<file path="config.mk">
export PLATFORM = sky130hd
export DESIGN_NAME = chan_square_pipe
export DESIGN_NICKNAME = d
export VERILOG_FILES = /design/src/rtl/sq_pipe_pkg.sv /design/src/rtl/mul_pipe.sv /design/src/rtl/chan_square_pipe.sv
export SDC_FILE = /design/constraint.sdc
export NUM_CORES = 2
export LEC_CHECK = 0
export CAP_MARGIN = 20
export CORE_MARGIN = 10
export CORE_UTILIZATION = 50
export DETAILED_ROUTE_END_ITERATION = 6
export HOLD_SLACK_MARGIN = 0.03
export PLACE_DENSITY = 0.65
export SYNTH_ARGS = -nofsm -noshare
export SYNTH_HDL_FRONTEND = slang
export SYNTH_SLANG_ARGS = --single-unit
</file>
<file path="constraint.sdc">
create_clock -name clk -period 1.9 [get_ports clk]
set_input_delay 0.285 -clock clk [delete_from_list [all_inputs] [get_ports clk]]
set_output_delay 0.285 -clock clk [all_outputs]
set_load 0.01 [all_outputs]
</file>
<file path="src/rtl/sq_pipe_pkg.sv">
// Shared constants and helpers for the chan_square_pipe datapath.
// Saturation in the top level is enabled by defining SQ_SAT_EN.
package sq_pipe_pkg;

    localparam logic MODE_SQUARE  = 1'b0;
    localparam logic MODE_PRODUCT = 1'b1;

    localparam int unsigned DEF_N     = 9;
    localparam int unsigned DEF_W     = 8;
    localparam int unsigned DEF_OUT_W = 8;
    localparam int unsigned DEF_LAT   = 3;

    // Reduce a product to out_w bits: all-ones on overflow when sat is set, else truncate.
    function automatic logic [31:0] sat_trunc(input logic [31:0]  prod,
                                              input int unsigned  out_w,
                                              input logic         ovf,
                                              input logic         sat);
        logic [31:0] mask;
        mask = (out_w >= 32) ? '1 : ((32'd1 << out_w) - 32'd1);
        return (sat && ovf) ? mask : (prod & mask);
    endfunction

endpackage

</file>
<file path="src/rtl/mul_pipe.sv">
// W x W unsigned multiplier with LAT enable-gated register stages.
// Stage 0 registers the full product; later stages only delay it.
module mul_pipe #(
    parameter int unsigned W   = 8,
    parameter int unsigned LAT = 3
) (
    input  logic           clk,
    input  logic           rst,
    input  logic           en,
    input  logic [W-1:0]   a,
    input  logic [W-1:0]   b,
    output logic [2*W-1:0] prod
);

    logic [2*W-1:0] a_ext;
    logic [2*W-1:0] b_ext;
    logic [2*W-1:0] prod_q [LAT];

    assign a_ext = (2*W)'(a);
    assign b_ext = (2*W)'(b);

    always_ff @(posedge clk or negedge rst) begin
        if (!rst) begin
            for (int i = 0; i < int'(LAT); i++) begin
                prod_q[i] <= '0;
            end
        end else if (en) begin
            prod_q[0] <= a_ext * b_ext;
            for (int i = 1; i < int'(LAT); i++) begin
                prod_q[i] <= prod_q[i-1];
            end
        end
    end

    assign prod = prod_q[LAT-1];

endmodule

</file>
<file path="src/rtl/chan_square_pipe.sv">
// N-channel pipelined squarer/multiplier with matched p delay and valid/ready flow control.
// Define SQ_SAT_EN to saturate overflowing channels to all-ones instead of truncating.
module chan_square_pipe
    import sq_pipe_pkg::*;
#(
    parameter int unsigned N     = DEF_N,
    parameter int unsigned W     = DEF_W,
    parameter int unsigned OUT_W = DEF_OUT_W,
    parameter int unsigned LAT   = DEF_LAT
) (
    input  logic               clk,
    input  logic               rst,
    input  logic               in_valid,
    output logic               in_ready,
    input  logic               mode,
    input  logic [N*W-1:0]     c_in,
    input  logic [N*W-1:0]     p_in,
    output logic               out_valid,
    input  logic               out_ready,
    output logic [N*OUT_W-1:0] c_out,
    output logic [N*W-1:0]     p_out,
    output logic [N-1:0]       ovf
);

    logic           stall;
    logic           en;
    logic [LAT-1:0] valid_q;
    logic [N*W-1:0] p_q [LAT];

    assign out_valid = valid_q[LAT-1];
    assign stall     = out_valid & ~out_ready;
    assign in_ready  = ~stall;
    // A stall freezes every stage, bubbles included, so beat spacing is preserved.
    assign en        = ~stall;

    always_ff @(posedge clk or negedge rst) begin
        if (!rst) begin
            valid_q <= '0;
            for (int i = 0; i < int'(LAT); i++) begin
                p_q[i] <= '0;
            end
        end else if (en) begin
            valid_q[0] <= in_valid;
            p_q[0]     <= p_in;
            for (int i = 1; i < int'(LAT); i++) begin
                valid_q[i] <= valid_q[i-1];
                p_q[i]     <= p_q[i-1];
            end
        end
    end

    assign p_out = p_q[LAT-1];

    for (genvar k = 0; k < int'(N); k++) begin : g_ch
        logic [W-1:0]   op_a;
        logic [W-1:0]   op_b;
        logic [2*W-1:0] prod;

        assign op_a = c_in[k*W +: W];
        assign op_b = (mode == MODE_PRODUCT) ? p_in[k*W +: W] : op_a;

        mul_pipe #(
            .W   (W),
            .LAT (LAT)
        ) u_mul (
            .clk  (clk),
            .rst  (rst),
            .en   (en),
            .a    (op_a),
            .b    (op_b),
            .prod (prod)
        );

        if (OUT_W >= 2*W) begin : g_no_ovf
            assign ovf[k] = 1'b0;
        end else begin : g_ovf
            assign ovf[k] = |prod[2*W-1:OUT_W];
        end

`ifdef SQ_SAT_EN
        assign c_out[k*OUT_W +: OUT_W] = OUT_W'(sat_trunc(32'(prod), OUT_W, ovf[k], 1'b1));
`else
        assign c_out[k*OUT_W +: OUT_W] = prod[OUT_W-1:0];
`endif
    end

endmodule

</file>
==> impl_metrics.py <==
metrics = {
    "run_status": {
        "result_of_the_run": "complete, but fails checks",
        "failed_checks": "negative setup slack",
    },
    "routing": {
        "post_drt_wl_per_cell_um": 16.65,
        "pre_repair_dr_iteration_count": 5,
        "drc": 0,
        "drt_first_iter_violations": 2121,
        "routed-via-count": 36070,
        "avgViaCountPerCell": 5.036,
        "ant_nets": 0,
        "drt_wl_total_mm": 119.2,
    },
    "timing": {
        "fmaxAchievable_ghz": 0.2435,
        "layout_setup_ws_ns": -2.206,
        "timing.final.max_slew_violations": 0,
        "setup_viol": 122,
        "fin_skew_ns": 0.02585,
        "final.min_clock_period_ns": 4.106,
        "hold_viol_final": 0,
        "fin_setup_tns_ns": -195.67,
        "fin_hold_ws_ns": 0.07339,
        "max_slew.worst_pin.slew_ns": 0.4597,
        "min_period_over_period": 2.161,
        "max-slew-margin-rel": 0.6903,
        "rsz0062_at_grt": "true",
    },
    "placed_design": {
        "placement.cell_area_um2": 53820,
        "routabilityCongestion": 0.8757,
        "count_of_placed_standard_cells_including_taps": 6879,
        "number_of_buffers_inserted_by_port_buffering": 303,
        "place_hpwl_mm": 86.49,
    },
    "yosys": {
        "postSynthRegisterBits": 651,
        "yosysSeqAreaShare": 0.3622,
        "post_synth_top_area_share": 0.3622,
        "syn-instance-count": 5060,
        "post_synth_num_cell_types": 62,
        "synthSimpleGateAreaFrac": 0.2323,
        "synth.area.mux_share": 0.01747,
        "synth-main-ff-cell": "sky130_fd_sc_hd__dfrtp_1",
        "synth_area_leader_cell": "sky130_fd_sc_hd__dfrtp_1",
        "avgSynthCellArea_um2": 8.889,
        "mappedNetlistNets": 5857,
        "yosysMostFrequentCell": "sky130_fd_sc_hd__nand2_1",
        "largest_family_of_logic_cells_by_synthesized_area": "adder cells",
        "synth_xor_xnor_area_share": 0.01616,
        "synth_enable_flop_cells": 0,
        "synth-compound-area-share": 0.06059,
        "synth.cells.most_frequent": "sky130_fd_sc_hd__nand2_1 (1733), sky130_fd_sc_hd__dfrtp_1 (651), sky130_fd_sc_hd__inv_1 (457)",
        "synth.top_cells.by_area": "sky130_fd_sc_hd__dfrtp_1 (36%), sky130_fd_sc_hd__nand2_1 (14%), sky130_fd_sc_hd__fa_1 (14%)",
        "post_synth_fa_ha_maj_area_fraction": 0.2343,
        "synthesis.yosys.warnings": 0,
        "synth-async-reset-ratio": 1.000,
        "synth_area_um2": 44980,
    },
    "floorplan": {
        "io-pin-count": 304,
        "die_w_um": 319.9,
        "fp-row-count": 109,
        "chipHeight_um": 319.9,
        "start_util": 0.5066,
        "core_area_um2": 88780,
        "die_area_um2": 102400,
    },
    "clock_network": {
        "cts_inserted_buffers": 74,
        "htree_num_levels": 3,
        "cts-root-buf": "sky130_fd_sc_hd__clkbuf_16",
        "clock_latency_late_sink_ns": 0.64,
        "ctsLongestPathBuffers": 3,
        "cts_sinks": 651,
        "cts.reportedPaths.clkPinSlew_ns": 0.06,
        "cts_tree": "built",
    },
    "hold_path": {
        "hold_class": "input port to register",
    },
    "setup_path": {
        "cpMostUsedCell": "sky130_fd_sc_hd__fa_1",
        "cp.buffers_inverters": 6,
        "timing.critical_path.cells": "buf_16 > buf_16 > buf_12 > mux2i_4 > nand2b_1 > fa_1 > fa_1 > inv_1 > fa_1 > inv_1 > fa_1 > inv_2 > ha_4 > o21a_1 > o31a_1 > o22a_2 > a21oi_2 > or4b_1 > nand3_1",
        "cp_top_family": "adder cells",
        "critPathMaxFanout": 7,
        "timing.critical_path.slowest_cell_delay_ns": 0.53,
        "cp.arrival_ns": 4.68,
        "worst_setup_path_start_kind": "input port",
        "worstSetupPathType": "input port to register",
        "critPathCaptureType": "register",
        "critical_path.slowest_cell": "sky130_fd_sc_hd__fa_1",
        "cp_data_required_time_ns": 2.47,
    },
    "cells_and_area": {
        "non_filler_cells_final": 7162,
        "finalInstanceArea_um2": 61330,
        "postLayoutCoreUtil": 0.6908,
        "area_delta_synth_final_pct": 36.36,
        "fraction_of_layout_instances_using_a_drive_strength_above_1": 0.2549,
        "finish.net_count": 6735,
    },
    "pwr": {
        "power-per-cell-area_nw_per_um2": 1427,
        "peakVddDrop_uv": 1058,
        "p_leak_nw": 31.31,
    },
    "global_routing": {
        "grt_usage": 0.2286,
        "grt_start_max_net_pins": 100,
        "antenna_found_initial": 11,
        "global_route.overflow_total": 0,
        "first_global_vias": 37310,
        "wire_length_of_the_first_global_routing_pass_mm": 192.2,
    },
    "job": {
        "cap_violations": 0,
    },
}
through the flow:
stage	setup WS [ns]	power, mW
floorplan	-2.622	48.37
global placement	-2.916	62.12
detailed placement	-2.988	63.00
CTS	-2.164	84.30
global route	-2.315	94.53
finish	-2.206	87.54
cell families (layout without fill, tap and decap cells):
kind of cell | after synthesis | after routing
other | 0 | 2
muxes | 77 | 77
DFF | 651 | 651
adders and majority gates | 648 | 648
buffers and inverters | 764 | 1699
and+or+nand+nor | 2408 | 2408
xor gates and xnor gates | 83 | 83
AOI/OAI and AO/OA | 429 | 429
per-layer routing:
metal	track usage	wire length, um
met5	0	100
met4	0.06316	2860
met3	0.04843	5690
met2	0.3821	58610
met1	0.2982	51970
worst paths after layout:
| path | startpoint | end | slack, ns | cells after the start |
|---|---|---|---|---|
| max in group asynchronous | rst | g_ch[6].u_mul.prod[0]$_DFFE_PN0N_ | 0.92 | 4 |
| min | p_in[43] | p_q[187]$_DFFE_PN0N_ | 0.07 | 4 |
| max | mode | g_ch[4].u_mul.prod_q[45]$_DFFE_PN0N_ | -2.21 | 19 |
| max reg2reg | valid_q[2]$_DFFE_PN0N_ | g_ch[3].u_mul.prod_q[45]$_DFFE_PN0N_ | 0.05 | 8 |
| min reg2reg | g_ch[0].u_mul.prod_q[45]$_DFFE_PN0N_ | g_ch[0].u_mul.prod_q[29]$_DFFE_PN0N_ | 0.45 | 2 |
| min in group asynchronous | rst | g_ch[2].u_mul.prod[4]$_DFFE_PN0N_ | 0.10 | 2 |
area by class of cell:
type / count / area, um2
antenna: 2 / 5.005
timing repair buffer: 1107 / 10440
multi-input combinational: 3645 / 28940
tap: 1165 / 1458
clock inverter: 33 / 329.1
clock buffer: 100 / 2131
fill: 6815 / 27450
inverter: 459 / 1743
sequential: 651 / 16290
layout by cell type, fill, tap and decap left out, types with 16 or more instances in the layout:
cell type,instances
sky130_fd_sc_hd__clkbuf_16,75
sky130_fd_sc_hd__o21ai_0,37
sky130_fd_sc_hd__xnor2_1,35
sky130_fd_sc_hd__fa_2,34
sky130_fd_sc_hd__a21oi_1,74
sky130_fd_sc_hd__o21ai_2,25
sky130_fd_sc_hd__xor2_1,24
sky130_fd_sc_hd__ha_1,244
sky130_fd_sc_hd__dlygate4sd2_1,113
sky130_fd_sc_hd__inv_2,62
sky130_fd_sc_hd__mux2i_4,46
sky130_fd_sc_hd__nor2b_4,23
sky130_fd_sc_hd__nand2_2,25
sky130_fd_sc_hd__dlymetal6s2s_1,31
sky130_fd_sc_hd__nand2b_4,29
sky130_fd_sc_hd__nand2_1,1703
sky130_fd_sc_hd__inv_1,395
sky130_fd_sc_hd__buf_4,596
sky130_fd_sc_hd__nor2b_2,60
sky130_fd_sc_hd__o21a_1,70
sky130_fd_sc_hd__and2_1,36
sky130_fd_sc_hd__nor2b_1,296
sky130_fd_sc_hd__buf_12,59
sky130_fd_sc_hd__buf_6,140
sky130_fd_sc_hd__fa_1,290
sky130_fd_sc_hd__clkdlybuf4s50_1,147
sky130_fd_sc_hd__dfrtp_1,650
sky130_fd_sc_hd__ha_4,74
sky130_fd_sc_hd__o21ai_1,38
sky130_fd_sc_hd__nand2b_1,35
sky130_fd_sc_hd__a21oi_2,32
sky130_fd_sc_hd__a21oi_4,17
sky130_fd_sc_hd__a21o_1,39
sky130_fd_sc_hd__nor2_1,104
sky130_fd_sc_hd__clkbuf_8,16
worst min-delay path, stage by stage:
cell and delay (ns):
sky130_fd_sc_hd__dlymetal6s2s_1 0.15, sky130_fd_sc_hd__buf_4 0.14, sky130_fd_sc_hd__nand2_1 0.04, sky130_fd_sc_hd__nand2_1 0.06
sequential cells by signal, indices dropped and copies added, names as in the netlist:
name,count
g_ch.u_mul.prod,144
p_q,144
p_out,72
valid_q,3
g_ch.u_mul.prod_q,288
what timing repair did:
item | CTS | global route
pin swaps | 288 | 239
buffers inserted | 107 | 62
gates resized for setup | 715 | 359
hold buffers | 1 | 0
gates cloned | 3 | 0
hold endpoints to repair | 349 | 0
setup endpoints to repair | 169 | 167
where the power goes:
part	switching, mW	internal, mW
logic	24.7	24.9
registers	3.53	20.0
clock network	5.98	8.46
Power figures use the tool's default switching activity.
